==> src/rtl/arrayadd_if.sv <==
// Memory read port and result write port shared by the array adder and its memories.
// The master side issues reads and writes; the slave side returns read data one cycle later.
interface arrayadd_if #(
    parameter int ADDR_W = 8,
    parameter int DATA_W = 32
);
    logic              mem_rd_en;
    logic [ADDR_W-1:0] mem_addr;
    logic [DATA_W-1:0] rd_data_a;
    logic [DATA_W-1:0] rd_data_b;
    logic              res_wr_en;
    logic [ADDR_W-1:0] res_addr;
    logic [DATA_W-1:0] res_data;

    modport master (
        output mem_rd_en, mem_addr, res_wr_en, res_addr, res_data,
        input  rd_data_a, rd_data_b
    );

    modport slave (
        input  mem_rd_en, mem_addr, res_wr_en, res_addr, res_data,
        output rd_data_a, rd_data_b
    );
endinterface

==> src/rtl/arrayadd_seq.sv <==
// Sequential element-wise adder: reads A[i] and B[i], writes A[i]+B[i] back at the same
// address one cycle later, and keeps a running total with a sticky carry-out flag.
module arrayadd_seq #(
    parameter int ADDR_W = 8,
    parameter int DATA_W = 32
) (
    input  logic              clk,
    input  logic              rst_n,
    input  logic              start,
    input  logic [ADDR_W-1:0] base,
    input  logic [ADDR_W:0]   len,
    input  logic              run,
    arrayadd_if.master        bus,
    output logic [DATA_W-1:0] total,
    output logic              ovf,
    output logic              busy,
    output logic              done
);
    typedef enum logic [1:0] {IDLE, ISSUE, DRAIN, FIN} state_t;

    localparam logic [ADDR_W:0] CNT_ONE = 1;

    state_t            state, state_nxt;
    logic [ADDR_W-1:0] base_r;
    logic [ADDR_W:0]   len_r;
    logic [ADDR_W:0]   cnt_p0;
    logic              vld_p0;
    logic [ADDR_W-1:0] addr_p0;
    logic              vld_p1;
    logic [ADDR_W-1:0] addr_p1;
    logic [DATA_W:0]   elem_sum_p1;
    logic [DATA_W:0]   acc_sum_p1;

    // Unsigned add that keeps the carry-out in the extra top bit.
    function automatic logic [DATA_W:0] add_carry(input logic [DATA_W-1:0] x,
                                                  input logic [DATA_W-1:0] y);
        return {1'b0, x} + {1'b0, y};
    endfunction

    always_comb begin
        state_nxt = state;
        vld_p0    = 1'b0;
        case (state)
            IDLE:  if (start) state_nxt = (len == '0) ? FIN : ISSUE;
            ISSUE: if (run) begin
                vld_p0 = 1'b1;
                if (cnt_p0 == len_r - CNT_ONE) state_nxt = DRAIN;
            end
            DRAIN: state_nxt = FIN;
            FIN:   state_nxt = IDLE;
            default: state_nxt = IDLE;
        endcase
    end

    // Stage 0: read issue
    assign addr_p0       = base_r + cnt_p0[ADDR_W-1:0];
    assign bus.mem_rd_en = vld_p0;
    assign bus.mem_addr  = vld_p0 ? addr_p0 : '0;

    always_ff @(posedge clk or negedge rst_n) begin
        if (!rst_n) begin
            state  <= IDLE;
            base_r <= '0;
            len_r  <= '0;
            cnt_p0 <= '0;
        end else begin
            state <= state_nxt;
            if (state == IDLE && start) begin
                base_r <= base;
                len_r  <= len;
                cnt_p0 <= '0;
            end else if (vld_p0) begin
                cnt_p0 <= cnt_p0 + CNT_ONE;
            end
        end
    end

    // Stage 1: read data returns, result write and accumulation
    always_ff @(posedge clk or negedge rst_n) begin
        if (!rst_n) begin
            vld_p1  <= 1'b0;
            addr_p1 <= '0;
        end else begin
            vld_p1 <= vld_p0;
            if (vld_p0) addr_p1 <= addr_p0;
        end
    end

    assign elem_sum_p1 = add_carry(bus.rd_data_a, bus.rd_data_b);
    assign acc_sum_p1  = add_carry(total, elem_sum_p1[DATA_W-1:0]);

    assign bus.res_wr_en = vld_p1;
    assign bus.res_addr  = vld_p1 ? addr_p1 : '0;
    assign bus.res_data  = vld_p1 ? elem_sum_p1[DATA_W-1:0] : '0;

    always_ff @(posedge clk or negedge rst_n) begin
        if (!rst_n) begin
            total <= '0;
            ovf   <= 1'b0;
        end else if (state == IDLE && start) begin
            total <= '0;
            ovf   <= 1'b0;
        end else if (vld_p1) begin
            total <= acc_sum_p1[DATA_W-1:0];
            ovf   <= ovf | elem_sum_p1[DATA_W] | acc_sum_p1[DATA_W];
        end
    end

    assign busy = (state != IDLE);
    assign done = (state == FIN);
endmodule

==> src/flat_wrapper.sv <==
// flat-port wrapper written by rule: the top's interface ports become plain ports
module arrayadd_seq_flat 
#(
    parameter int ADDR_W = 8,
    parameter int DATA_W = 32
)
  (clk, rst_n, start, base, len, run, total, ovf, busy, done, bus_mem_rd_en, bus_mem_addr, bus_res_wr_en, bus_res_addr, bus_res_data, bus_rd_data_a, bus_rd_data_b);
  arrayadd_if #(.ADDR_W(ADDR_W), .DATA_W(DATA_W)) bus_i ();
  input  logic clk;
  input  logic rst_n;
  input  logic start;
  input  logic [ADDR_W-1:0] base;
  input  logic [ADDR_W:0] len;
  input  logic run;
  output logic [DATA_W-1:0] total;
  output logic ovf;
  output logic busy;
  output logic done;
  output wire logic [$bits(bus_i.mem_rd_en)-1:0] bus_mem_rd_en;
  output wire logic [$bits(bus_i.mem_addr)-1:0] bus_mem_addr;
  output wire logic [$bits(bus_i.res_wr_en)-1:0] bus_res_wr_en;
  output wire logic [$bits(bus_i.res_addr)-1:0] bus_res_addr;
  output wire logic [$bits(bus_i.res_data)-1:0] bus_res_data;
  input wire logic [$bits(bus_i.rd_data_a)-1:0] bus_rd_data_a;
  input wire logic [$bits(bus_i.rd_data_b)-1:0] bus_rd_data_b;
  assign bus_mem_rd_en = bus_i.mem_rd_en;
  assign bus_mem_addr = bus_i.mem_addr;
  assign bus_res_wr_en = bus_i.res_wr_en;
  assign bus_res_addr = bus_i.res_addr;
  assign bus_res_data = bus_i.res_data;
  assign bus_i.rd_data_a = bus_rd_data_a;
  assign bus_i.rd_data_b = bus_rd_data_b;
  arrayadd_seq #(.ADDR_W(ADDR_W), .DATA_W(DATA_W)) u_core (.clk(clk), .rst_n(rst_n), .start(start), .base(base), .len(len), .run(run), .bus(bus_i), .total(total), .ovf(ovf), .busy(busy), .done(done));
endmodule
==> config.mk <==
export PLATFORM = sky130hd
export DESIGN_NAME = arrayadd_seq_flat
export DESIGN_NICKNAME = d
export VERILOG_FILES = /design/src/rtl/arrayadd_if.sv /design/src/rtl/arrayadd_seq.sv /design/src/flat_wrapper.sv
export SDC_FILE = /design/constraint.sdc
export NUM_CORES = 1
export LEC_CHECK = 0
export CAP_MARGIN = 20
export CORE_MARGIN = 2
export CORE_UTILIZATION = 55
export DETAILED_ROUTE_END_ITERATION = 6
export MAX_ROUTING_LAYER = met4
export PLACE_DENSITY_LB_ADDON = 0.25
export SLEW_MARGIN = 20
export SYNTH_ARGS = -nofsm -noshare
export SYNTH_HDL_FRONTEND = slang
export SYNTH_SLANG_ARGS = --single-unit
==> constraint.sdc <==
create_clock -name clk -period 7.48 [get_ports clk]
set_clock_uncertainty 0.2 [all_clocks]
set_input_delay 0.748 -clock clk [delete_from_list [all_inputs] [get_ports clk]]
set_output_delay 0.748 -clock clk [all_outputs]
set_load 0.03 [all_outputs]
==> results.json <==
{
  "outcome": "completed",
  "h-tree-depth": 3,
  "cts_setup_buffers": 0,
  "synth_cell_type_count": 58,
  "finalHoldViolCount": 0,
  "grt_pass1_vias": 6259,
  "cp_max_fo": 3,
  "synth_nets": 970,
  "core_area_mm2": 0.0120,
  "cts_resized": 0,
  "final_util_pct": 73.7,
  "reg2reg_to": "u_core.total[30]$_DFFE_PN0P_",
  "slew_violations": 0,
  "min_period_over_period_pct": 73.7,
  "vias": 6564,
  "detail-route-antenna-nets": 0,
  "firstDrtPassIters": 5,
  "async_flop_share_pct": 100,
  "max_stage_delay_ps": 660,
  "drcViolationCount": 0,
  "io_pins": 170,
  "yosysSeqAreaShare_pct": 26.2,
  "worst-path-buf-inv": 2,
  "p_per_area_mw_per_mm2": 343,
  "cts_sinks": 70,
  "wl_um": 17700,
  "path_clk_slew_ps": 60,
  "start_util_pct": 55.9,
  "crit_required_ps": 6530,
  "ys_ff_latch": 70,
  "antenna_found_initial": 0,
  "syn-instance-count": 803,
  "ys_warn_count": 0,
  "path_cells": "clkdlybuf4s50_1 -> ha_1 -> fa_1 -> a211oi_2 -> o21bai_1 -> a221o_1 -> a211oi_2 -> o21ai_1 -> a221oi_1 -> o21ai_1 -> xor2_1 -> and2_1 -> clkdlybuf4s50_1",
  "hold_start": "u_core.addr_p1[3]$_DFFE_PN0P_",
  "avgViaCountPerCell": 5.88,
  "synth.area.top_cells": "dfrtp_1, ha_1, xnor2_1, a21oi_1, nand2_1",
  "die_w_um": 114,
  "report.final.setup_viol": 0,
  "worstMarginPinSlew_ps": 907,
  "synth_top_cell_by_area": "dfrtp_1",
  "hold_path_end": "u_core.addr_p1[3]$_DFFE_PN0P_",
  "rsz0062_at_grt": "no",
  "synth.avg_cell_area_um2": 8.33,
  "instances_no_fill": 1117,
  "dp_hpwl_um": 13500,
  "critical_path_class": "in2out",
  "place_ws_ps": 1700,
  "min_path_type": "reg2reg",
  "fmax_mhz": 181,
  "synth-edff-count": 0,
  "p_total_mw": 3.02,
  "arrival_ps": 4560,
  "cts_buffers": 9,
  "port_buffers": 169,
  "leakagePower_nw": 4.00,
  "grt_max_degree": 71,
  "clk_latency_ps": 340,
  "holdBufCountCts": 0,
  "n_antenna_cell": 0,
  "drive_above_1_share_pct": 4.23,
  "num_rows": 40,
  "gp_congestion": 0.898,
  "drt_iter0_markers": 402,
  "synth_flop_cell": "dfrtp_1",
  "cpMaxStageDelayCell": "clkdlybuf4s50_1",
  "nFillCells": 938,
  "worst_hold_slack_ps": 268,
  "fin_nets": 1132,
  "rr_startpoint": "u_core.total[0]$_DFFE_PN0P_",
  "grt_pass1_wl_um": 29000,
  "maxCapViolCount": 0,
  "worst_path_dominant_cell_family": "compound AO/OA/AOI/OAI gates",
  "worst_setup_path_end_kind": "output port",
  "grtUsageTotal_pct": 27.9,
  "max_slew_margin_pct": 39.5,
  "fp.dieH_um": 114,
  "layout_min_cycle_time_ps": 5510,
  "synth_area_mm2": 0.00669,
  "avgRoutedWirePerCell_um": 15.8,
  "placed_cells": 1101,
  "fin_ws_ps": 1970,
  "cts-root-buf": "clkbuf_16",
  "synth_top_area_share_pct": 26.2,
  "rr_worst_depth": 12,
  "r2r_slack_ps": 4240,
  "ir_drop_v": 0.000245,
  "area_delta_synth_final_pct": 31.9,
  "grt_overflow": 0,
  "setup-tns-final_ps": 0,
  "final_cell_area_mm2": 0.00882,
  "cts_tree": "done",
  "dieArea_mm2": 0.0131,
  "hold_depth": 1,
  "start_kind": "input port",
  "clk_path_buf_depth": 2,
  "dpl_cell_area_mm2": 0.00851
}
-- cell usage after synthesis (2+ instances only) --
master / count
nand2b_1: 10
clkbuf_1: 19
a21oi_1: 66
mux2i_1: 16
inv_1: 20
xnor2_1: 38
o211ai_1: 7
o31ai_1: 2
nor4b_1: 2
a31oi_1: 11
o21ai_0: 45
a211oi_1: 16
a21o_1: 34
nand2_1: 87
and2_1: 41
a31o_2: 6
and4_1: 3
buf_1: 3
nand3_1: 19
dfrtp_1: 70
o21ai_1: 7
xor2_1: 35
and3_4: 2
nand3b_1: 2
nor3_1: 18
nor2b_1: 7
ha_1: 79
a221o_1: 2
or3_1: 7
and3_1: 10
o21bai_1: 5
or4_1: 2
o21a_1: 7
o22ai_1: 5
nor2_1: 59
a2111o_1: 3
nor3b_1: 5
nand4_1: 9
fa_1: 3
a211oi_2: 3
-- flip-flops by register name, summed over array words and instances (netlist names) --
name / count
u_core.addr_p1: 8
u_core.base_r: 8
u_core.bus.res_wr_en: 1
u_core.cnt_p0: 9
u_core.len_r: 9
u_core.ovf: 1
u_core.state: 2
u_core.total: 32
-- routing by layer --
layer | global-route usage, % | share of wire (%) | vias up
li1 | - | - | 3231
met1 | 33.2 | 43 | 3087
met2 | 48.1 | 49 | 210
met3 | 5.88 | 5.3 | 36
met4 | 7.80 | 2.3 | 0
met5 | - | 0 | -
-- cell usage in the layout (no fill, tap or decap), types with 9 or more instances in the layout --
master / instances
and3_1: 10
a31oi_1: 11
a21o_1: 34
clkbuf_16: 9
clkdlybuf4s50_1: 168
ha_1: 79
o21ai_0: 45
nand3_1: 19
mux2i_1: 16
xnor2_1: 38
nor2_1: 58
dfrtp_1: 69
a21oi_1: 66
and2_1: 41
nor3_1: 18
xor2_1: 35
inv_1: 20
nand2b_1: 10
nand4_1: 9
nand2_1: 87
a211oi_1: 16
-- worst max-delay path by stage --
stage,to,cells after the start,slack [ps],start
CTS,bus_res_data[30],13,2020,bus_rd_data_b[0]
finish,bus_res_data[30],13,1970,bus_rd_data_b[0]
detailed placement,u_core.total[30]$_DFFE_PN0P_,21,1700,bus_rd_data_b[0]
global route,u_core.total[30]$_DFFE_PN0P_,21,1660,bus_rd_data_b[0]
global placement,u_core.total[30]$_DFFE_PN0P_,21,1830,bus_rd_data_b[0]
floorplan,u_core.total[30]$_DFFE_PN0P_,20,2610,bus_rd_data_b[0]
-- cell families (layout without fill, tap and decap cells) --
kind of cell	count (synthesis)	after routing	synth area share [%]
compound gates	232	232	22.5
mux	16	16	2.40
fa+ha+maj	82	82	15.7
buf+inv	44	211	2.49
simple gates	286	286	21.2
xor+xnor	73	73	9.56
flops	70	70	26.2
-- layout make-up --
cell class                      instances  area [µm²]  area share, %
Sequential cell                        70        1750           19.9
Multi-Input combinational cell        689        4770           54.2
Clock buffer                            9         225           2.55
Timing Repair Buffer                  174        1720           19.6
Inverter                               21        78.8          0.894
Clock inverter                          7        77.6          0.880
Tap cell                              147         184           2.09
-- power breakdown --
group | leakage (nW) | internal [mW] | switching [mW] | total (mW)
Sequential | 0.901 | 0.525 | 0.135 | 0.660
Clock | 0.147 | 0.262 | 0.177 | 0.439
Combinational | 2.95 | 0.822 | 1.10 | 1.92
Power figures use the tool's default switching activity.
==> variant 1, RTL diff (config.mk and constraints unchanged) <==
`DATA_W` is set to 32 in 3 places; all go to 48.
--- a/src/rtl/arrayadd_if.sv
+++ b/src/rtl/arrayadd_if.sv
@@ -2,7 +2,7 @@
 // The master side issues reads and writes; the slave side returns read data one cycle later.
 interface arrayadd_if #(
     parameter int ADDR_W = 8,
-    parameter int DATA_W = 32
+    parameter int DATA_W = 48
 );
     logic              mem_rd_en;
     logic [ADDR_W-1:0] mem_addr;
--- a/src/rtl/arrayadd_seq.sv
+++ b/src/rtl/arrayadd_seq.sv
@@ -2,7 +2,7 @@
 // address one cycle later, and keeps a running total with a sticky carry-out flag.
 module arrayadd_seq #(
     parameter int ADDR_W = 8,
-    parameter int DATA_W = 32
+    parameter int DATA_W = 48
 ) (
     input  logic              clk,
     input  logic              rst_n,
--- a/src/flat_wrapper.sv
+++ b/src/flat_wrapper.sv
@@ -2,7 +2,7 @@
 module arrayadd_seq_flat 
 #(
     parameter int ADDR_W = 8,
-    parameter int DATA_W = 32
+    parameter int DATA_W = 48
 )
   (clk, rst_n, start, base, len, run, total, ovf, busy, done, bus_mem_rd_en, bus_mem_addr, bus_res_wr_en, bus_res_addr, bus_res_data, bus_rd_data_a, bus_rd_data_b);
   arrayadd_if #(.ADDR_W(ADDR_W), .DATA_W(DATA_W)) bus_i ();
Interface: changed (resized bus_rd_data_a, bus_rd_data_b, bus_res_data and total); port bits go from 170 to 234. No check against the original RTL was run, so the function may have changed too.
==> variant 1 against the original RTL <==
- worst setup slack got worse by 0.47 ns
- sequential cell count increased by 16
- register-to-register slack got worse by 0.17 ns
- power increased by 44%
- routed wire length increased by 65%
- design area increased by 43%
- non-clock buffer count increased by 62
- largest power group unchanged
- synthesized area increased by 48%
- clock power increased by 9.3%
==> variant 1: results (changes against the original RTL) <==
[metrics] run status: finished clean (unchanged)
[metrics] sequential power: 840 uW (was 660 uW)
[metrics] cell at the slowest stage of the critical path: sky130_fd_sc_hd__a2111oi_4 (was sky130_fd_sc_hd__clkdlybuf4s50_1)
[metrics] Met3 Routed Length: 1590 um (was 941 um)
[metrics] clock latency on the worst-skew pair: 0.36 ns (was 0.34 ns)
[metrics] normalized max-slew margin: 27.5% (was 39.5%)
[metrics] Global Route met1 Usage: 38.4% (was 33.2%)
[metrics] Overall Global Routing Usage: 30.5% (was 27.9%)
[metrics] worst min path class: in -> async (was reg -> reg)
[metrics] global routing met3 resource utilization: 4.09% (was 5.88%)
[metrics] placed wire-length estimate: 22,500 um (was 13,500 um)
[metrics] synthesized net count: 1,486 (was 970)
[metrics] # nets final: 1,682 (was 1,132)
[metrics] standby leakage power: 0.00581 uW (was 0.00400 uW)
[metrics] sum of met2 wire segment lengths after detailed routing: 14,000 um (was 8660 um)
[metrics] cells taking the most area after synthesis: sky130_fd_sc_hd__dfrtp_1 22%, sky130_fd_sc_hd__ha_1 14%, sky130_fd_sc_hd__a21o_1 6.1%, sky130_fd_sc_hd__a21oi_1 6.0%, sky130_fd_sc_hd__nand2_1 5.0% (was sky130_fd_sc_hd__dfrtp_1 26%, sky130_fd_sc_hd__ha_1 15%, sky130_fd_sc_hd__xnor2_1 5.0%, sky130_fd_sc_hd__a21oi_1 4.9%, sky130_fd_sc_hd__nand2_1 4.9%)
[metrics] net switching component of the power: 2190 uW (was 1410 uW)
[metrics] detailed-routing wirelength on met1: 12,800 um (was 7670 um)
[metrics] most numerous cell types in the synthesized netlist: 133 x sky130_fd_sc_hd__nand2_1, 119 x sky130_fd_sc_hd__a21oi_1, 111 x sky130_fd_sc_hd__ha_1 (was 87 x sky130_fd_sc_hd__nand2_1, 79 x sky130_fd_sc_hd__ha_1, 70 x sky130_fd_sc_hd__dfrtp_1)
[metrics] Buffers on Ports: 233 (was 169)
[metrics] final-layout fill cell count: 1,519 (was 938)
[metrics] met2 Usage GRT: 51.6% (was 48.1%)
[metrics] share of layout cells above drive strength 1: 2.54% (was 4.23%)
[metrics] Post-DP Area: 12,300 um^2 (was 8510 um^2)
[metrics] maximum number of pins on one net before global-route repair: 72 (was 71)
[metrics] number of DRC markers after the initial detailed-route iteration: 651 (was 402)
[metrics] sequential cell area fraction in the yosys report: 21.7% (was 26.2%)
[metrics] Int Pwr: 2170 uW (was 1610 uW)
[metrics] peak per-stage delay on the critical path: 0.58 ns (was 0.66 ns)
[metrics] highest ir drop seen on vdd: 250 uV (was 245 uV)
-- variant 1: cell types whose count changed in the layout (fill, tap and decap cells not counted), sizes merged, moves of 24 or more --
| cell | before | now |
|---|---|---|
| nor2 | 59 | 102 |
| clkdlybuf4s50 | 168 | 232 |
| ha | 79 | 111 |
| a21o | 34 | 81 |
| nand2 | 87 | 133 |
| o21ai | 52 | 76 |
| a21oi | 67 | 119 |
-- variant 1: stage by stage --
step,hold WS (ns),worst slack [ns],std cells,util (%)
6_report,0.100,1.50,1685,71.1
2_1_floorplan,0.242,2.30,1255,-
3_3_place_gp,0.251,1.53,1669,69.4
4_1_cts,0.105,1.72,1685,71.1
5_1_grt,0.115,1.15,1685,71.1
3_5_place_dp,0.259,1.43,1669,69.4
-- variant 1: path summary, 6_finish.rpt --
kind	startpoint	endpoint	slack (ns)	cells after the start
max in group asynchronous	rst_n	u_core.bus.res_wr_en	5.80	2
min in group clk	u_core.addr_p1[3]	u_core.addr_p1[3]	0.27	1
min reg2reg	u_core.addr_p1[3]	u_core.addr_p1[3]	0.27	1
max reg2reg	u_core.total[0]	u_core.total[26]	4.07	12
max	bus_rd_data_b[10]	u_core.total[44]	1.50	20
min	rst_n	u_core.addr_p1[7]	0.10	1
-- variant 1: final cells by class --
class	count	area share, %
inverter	38	1.13
clock buffer	10	1.81
tap	229	2.27
clock inverter	6	0.594
timing repair buffer	236	18.6
multi-input combinational	1080	58.6
sequential	86	17.0
-- variant 1: cell families after synthesis --
kind of cell,after synthesis,share of synthesized area [%]
AO/OA/AOI/OAI,408,27.3
adder cells (fa/ha/maj),114,14.6
multiplexers,29,2.93
XOR/XNOR,100,8.85
AND/OR/NAND/NOR,429,21.0
buffers and inverters,89,3.45
flip-flops,86,21.7
==> variant 2, RTL diff (same flow settings) <==
Without the edit above. Register the inputs `start`, `base`, `len` and `run` before use. The logic sees them one clock later. The other inputs are not delayed to match.
--- a/src/rtl/arrayadd_seq.sv
+++ b/src/rtl/arrayadd_seq.sv
@@ -20,6 +20,18 @@
 
     localparam logic [ADDR_W:0] CNT_ONE = 1;
 
+    logic start_q;
+    logic [ADDR_W-1:0] base_q;
+    logic [ADDR_W:0] len_q;
+    logic run_q;
+
+    always_ff @(posedge clk) begin
+        start_q <= start;
+        base_q  <= base;
+        len_q   <= len;
+        run_q   <= run;
+    end
+
     state_t            state, state_nxt;
     logic [ADDR_W-1:0] base_r;
     logic [ADDR_W:0]   len_r;
@@ -41,8 +53,8 @@
         state_nxt = state;
         vld_p0    = 1'b0;
         case (state)
-            IDLE:  if (start) state_nxt = (len == '0) ? FIN : ISSUE;
-            ISSUE: if (run) begin
+            IDLE:  if (start_q) state_nxt = (len_q == '0) ? FIN : ISSUE;
+            ISSUE: if (run_q) begin
                 vld_p0 = 1'b1;
                 if (cnt_p0 == len_r - CNT_ONE) state_nxt = DRAIN;
             end
@@ -65,9 +77,9 @@
             cnt_p0 <= '0;
         end else begin
             state <= state_nxt;
-            if (state == IDLE && start) begin
-                base_r <= base;
-                len_r  <= len;
+            if (state == IDLE && start_q) begin
+                base_r <= base_q;
+                len_r  <= len_q;
                 cnt_p0 <= '0;
             end else if (vld_p0) begin
                 cnt_p0 <= cnt_p0 + CNT_ONE;
@@ -97,7 +109,7 @@
         if (!rst_n) begin
             total <= '0;
             ovf   <= 1'b0;
-        end else if (state == IDLE && start) begin
+        end else if (state == IDLE && start_q) begin
             total <= '0;
             ovf   <= 1'b0;
         end else if (vld_p1) begin
Function: changed (a bounded check fails within 4 cycles, from zero or initial values and one cycle with rst_n low).
==> variant 2 against the original RTL <==
- sequential cell count increased by 19
- routed wire length rose by 7.3%
- sequential share of layout area grew 2.7 points
- power grew 9.2%
- design area up 7.0%
- synthesized cell count grew 8.0%
- synthesized area is 8.7% higher
- maximum frequency is 2.0% higher
- first-iteration DRC count up 8.0%
- clock power increased by 16%
- global-route usage is 0.35 points lower
- worst setup slack improved by 0.11 ns
==> variant 2: results (changes against the original RTL) <==
[metrics] RePlAce Congestion: 0.946 (was 0.898)
[metrics] Hold EP: u_core.base_r[7] (was u_core.addr_p1[3])
[metrics] arithmetic-cell share of the synthesized area counting full adders, half adders and majority gates: 14.4% (was 15.7%)
[metrics] xor and xnor fraction of the mapped netlist area: 8.19% (was 9.56%)
[metrics] start point of the worst hold path: u_core.base_q[7] (was u_core.addr_p1[3])
[metrics] Worst Setup Slack post-DPL: 1.81 ns (was 1.70 ns)
[metrics] number of signal-net buffers in the layout: 172 (was 174)
[metrics] sequential share of cell area: 22.6% (was 19.9%)
[metrics] post-synthesis compound-gate area fraction: 22.6% (was 22.5%)
[metrics] Worst Hold Margin: 0.218 ns (was 0.268 ns)
[metrics] switch share: 45.3% (was 46.8%)
[metrics] mux contribution to synthesized area: 2.79% (was 2.40%)
[metrics] data arrival time of the worst path: 4.46 ns (was 4.56 ns)
[metrics] via count of the first global-routing pass: 6,531 (was 6,259)
[metrics] fraction of area in clock buffers and inverters: 3.58% (was 3.43%)
[metrics] count of clock tree sinks: 89 (was 70)
[metrics] synthesized instance count: 867 (was 803)
[metrics] Comb group: 2030 uW (was 1920 uW)
[metrics] share of async-settable or async-resettable flops after synthesis: 78.7% (was 100%)
[metrics] Vias: 6,882 (was 6,564)
[metrics] Overall Global Routing Usage: 27.6% (was 27.9%)
[metrics] r2r endpoint: u_core.total[28] (was u_core.total[30])
[metrics] endpoint of the most critical setup path: bus_res_data[28] (was bus_res_data[30])
[metrics] highest ir drop seen on vdd: 232 uV (was 245 uV)
[metrics] number of DRC markers after the initial detailed-route iteration: 434 (was 402)
[metrics] sequential cell area fraction in the yosys report: 29.3% (was 26.2%)
[metrics] placed wire-length estimate: 14,400 um (was 13,500 um)
[metrics] most numerous cell types in the synthesized netlist: 105 x sky130_fd_sc_hd__nand2_1, 79 x sky130_fd_sc_hd__ha_1, 72 x sky130_fd_sc_hd__nor2_1 (was 87 x sky130_fd_sc_hd__nand2_1, 79 x sky130_fd_sc_hd__ha_1, 70 x sky130_fd_sc_hd__dfrtp_1)
[metrics] share of layout cells above drive strength 1: 2.92% (was 4.23%)
[metrics] normalized max-slew margin: 39.6% (was 39.5%)
[metrics] maximum number of pins on one net before global-route repair: 72 (was 71)
[metrics] Row Count: 42 (was 40)
[metrics] multi-input gate share of total cell area: 52.2% (was 54.2%)
[metrics] PnR worst setup slack: 2.08 ns (was 1.97 ns)
[metrics] FF+latch area: 2130 um^2 (was 1750 um^2)
[metrics] cells taking the most area after synthesis: sky130_fd_sc_hd__dfrtp_1 24%, sky130_fd_sc_hd__ha_1 14%, sky130_fd_sc_hd__nand2_1 5.4%, sky130_fd_sc_hd__dfxtp_1 5.2%, sky130_fd_sc_hd__a21o_1 4.8% (was sky130_fd_sc_hd__dfrtp_1 26%, sky130_fd_sc_hd__ha_1 15%, sky130_fd_sc_hd__xnor2_1 5.0%, sky130_fd_sc_hd__a21oi_1 4.9%, sky130_fd_sc_hd__nand2_1 4.9%)
[metrics] share of final layout cell area taken by non-clock buffers: 18.1% (was 19.6%)
[metrics] clock buf count: 11 (was 9)
[metrics] run status: finished clean (unchanged)
[variant 2: changes by cell type in the layout (fill, tap and decap cells not counted), sizes merged, moves of 4 or more]
cell	change
nor2b	-4
nand3	-4
a31o	-5
nor3	-4
nor2	+13
a21oi	-4
nor3b	-4
o21ai	-7
nand2	+18
a21o	+12
and2	+4
dfxtp	+19
xor2	-6
inv	+7
[variant 2: worst reg2reg max path: cells and delay by family, from the launching register on]
family | cells | cell delay [ns]
AO/OA/AOI/OAI | 5 | 1.29
AND/OR/NAND/NOR | 3 | 0.72
adder cells (fa/ha/maj) | 2 | 0.60
flip-flops | 1 | 0.38
buffers and inverters | 1 | 0.07
[variant 2: metal layers]
metal | routed length, um | track usage, % | vias up
li1 | - | - | 3424
met1 | 8480 | 34.3 | 3218
met2 | 9160 | 46.4 | 210
met3 | 974 | 5.17 | 30
met4 | 346 | 7.14 | 0
met5 | 0 | - | -
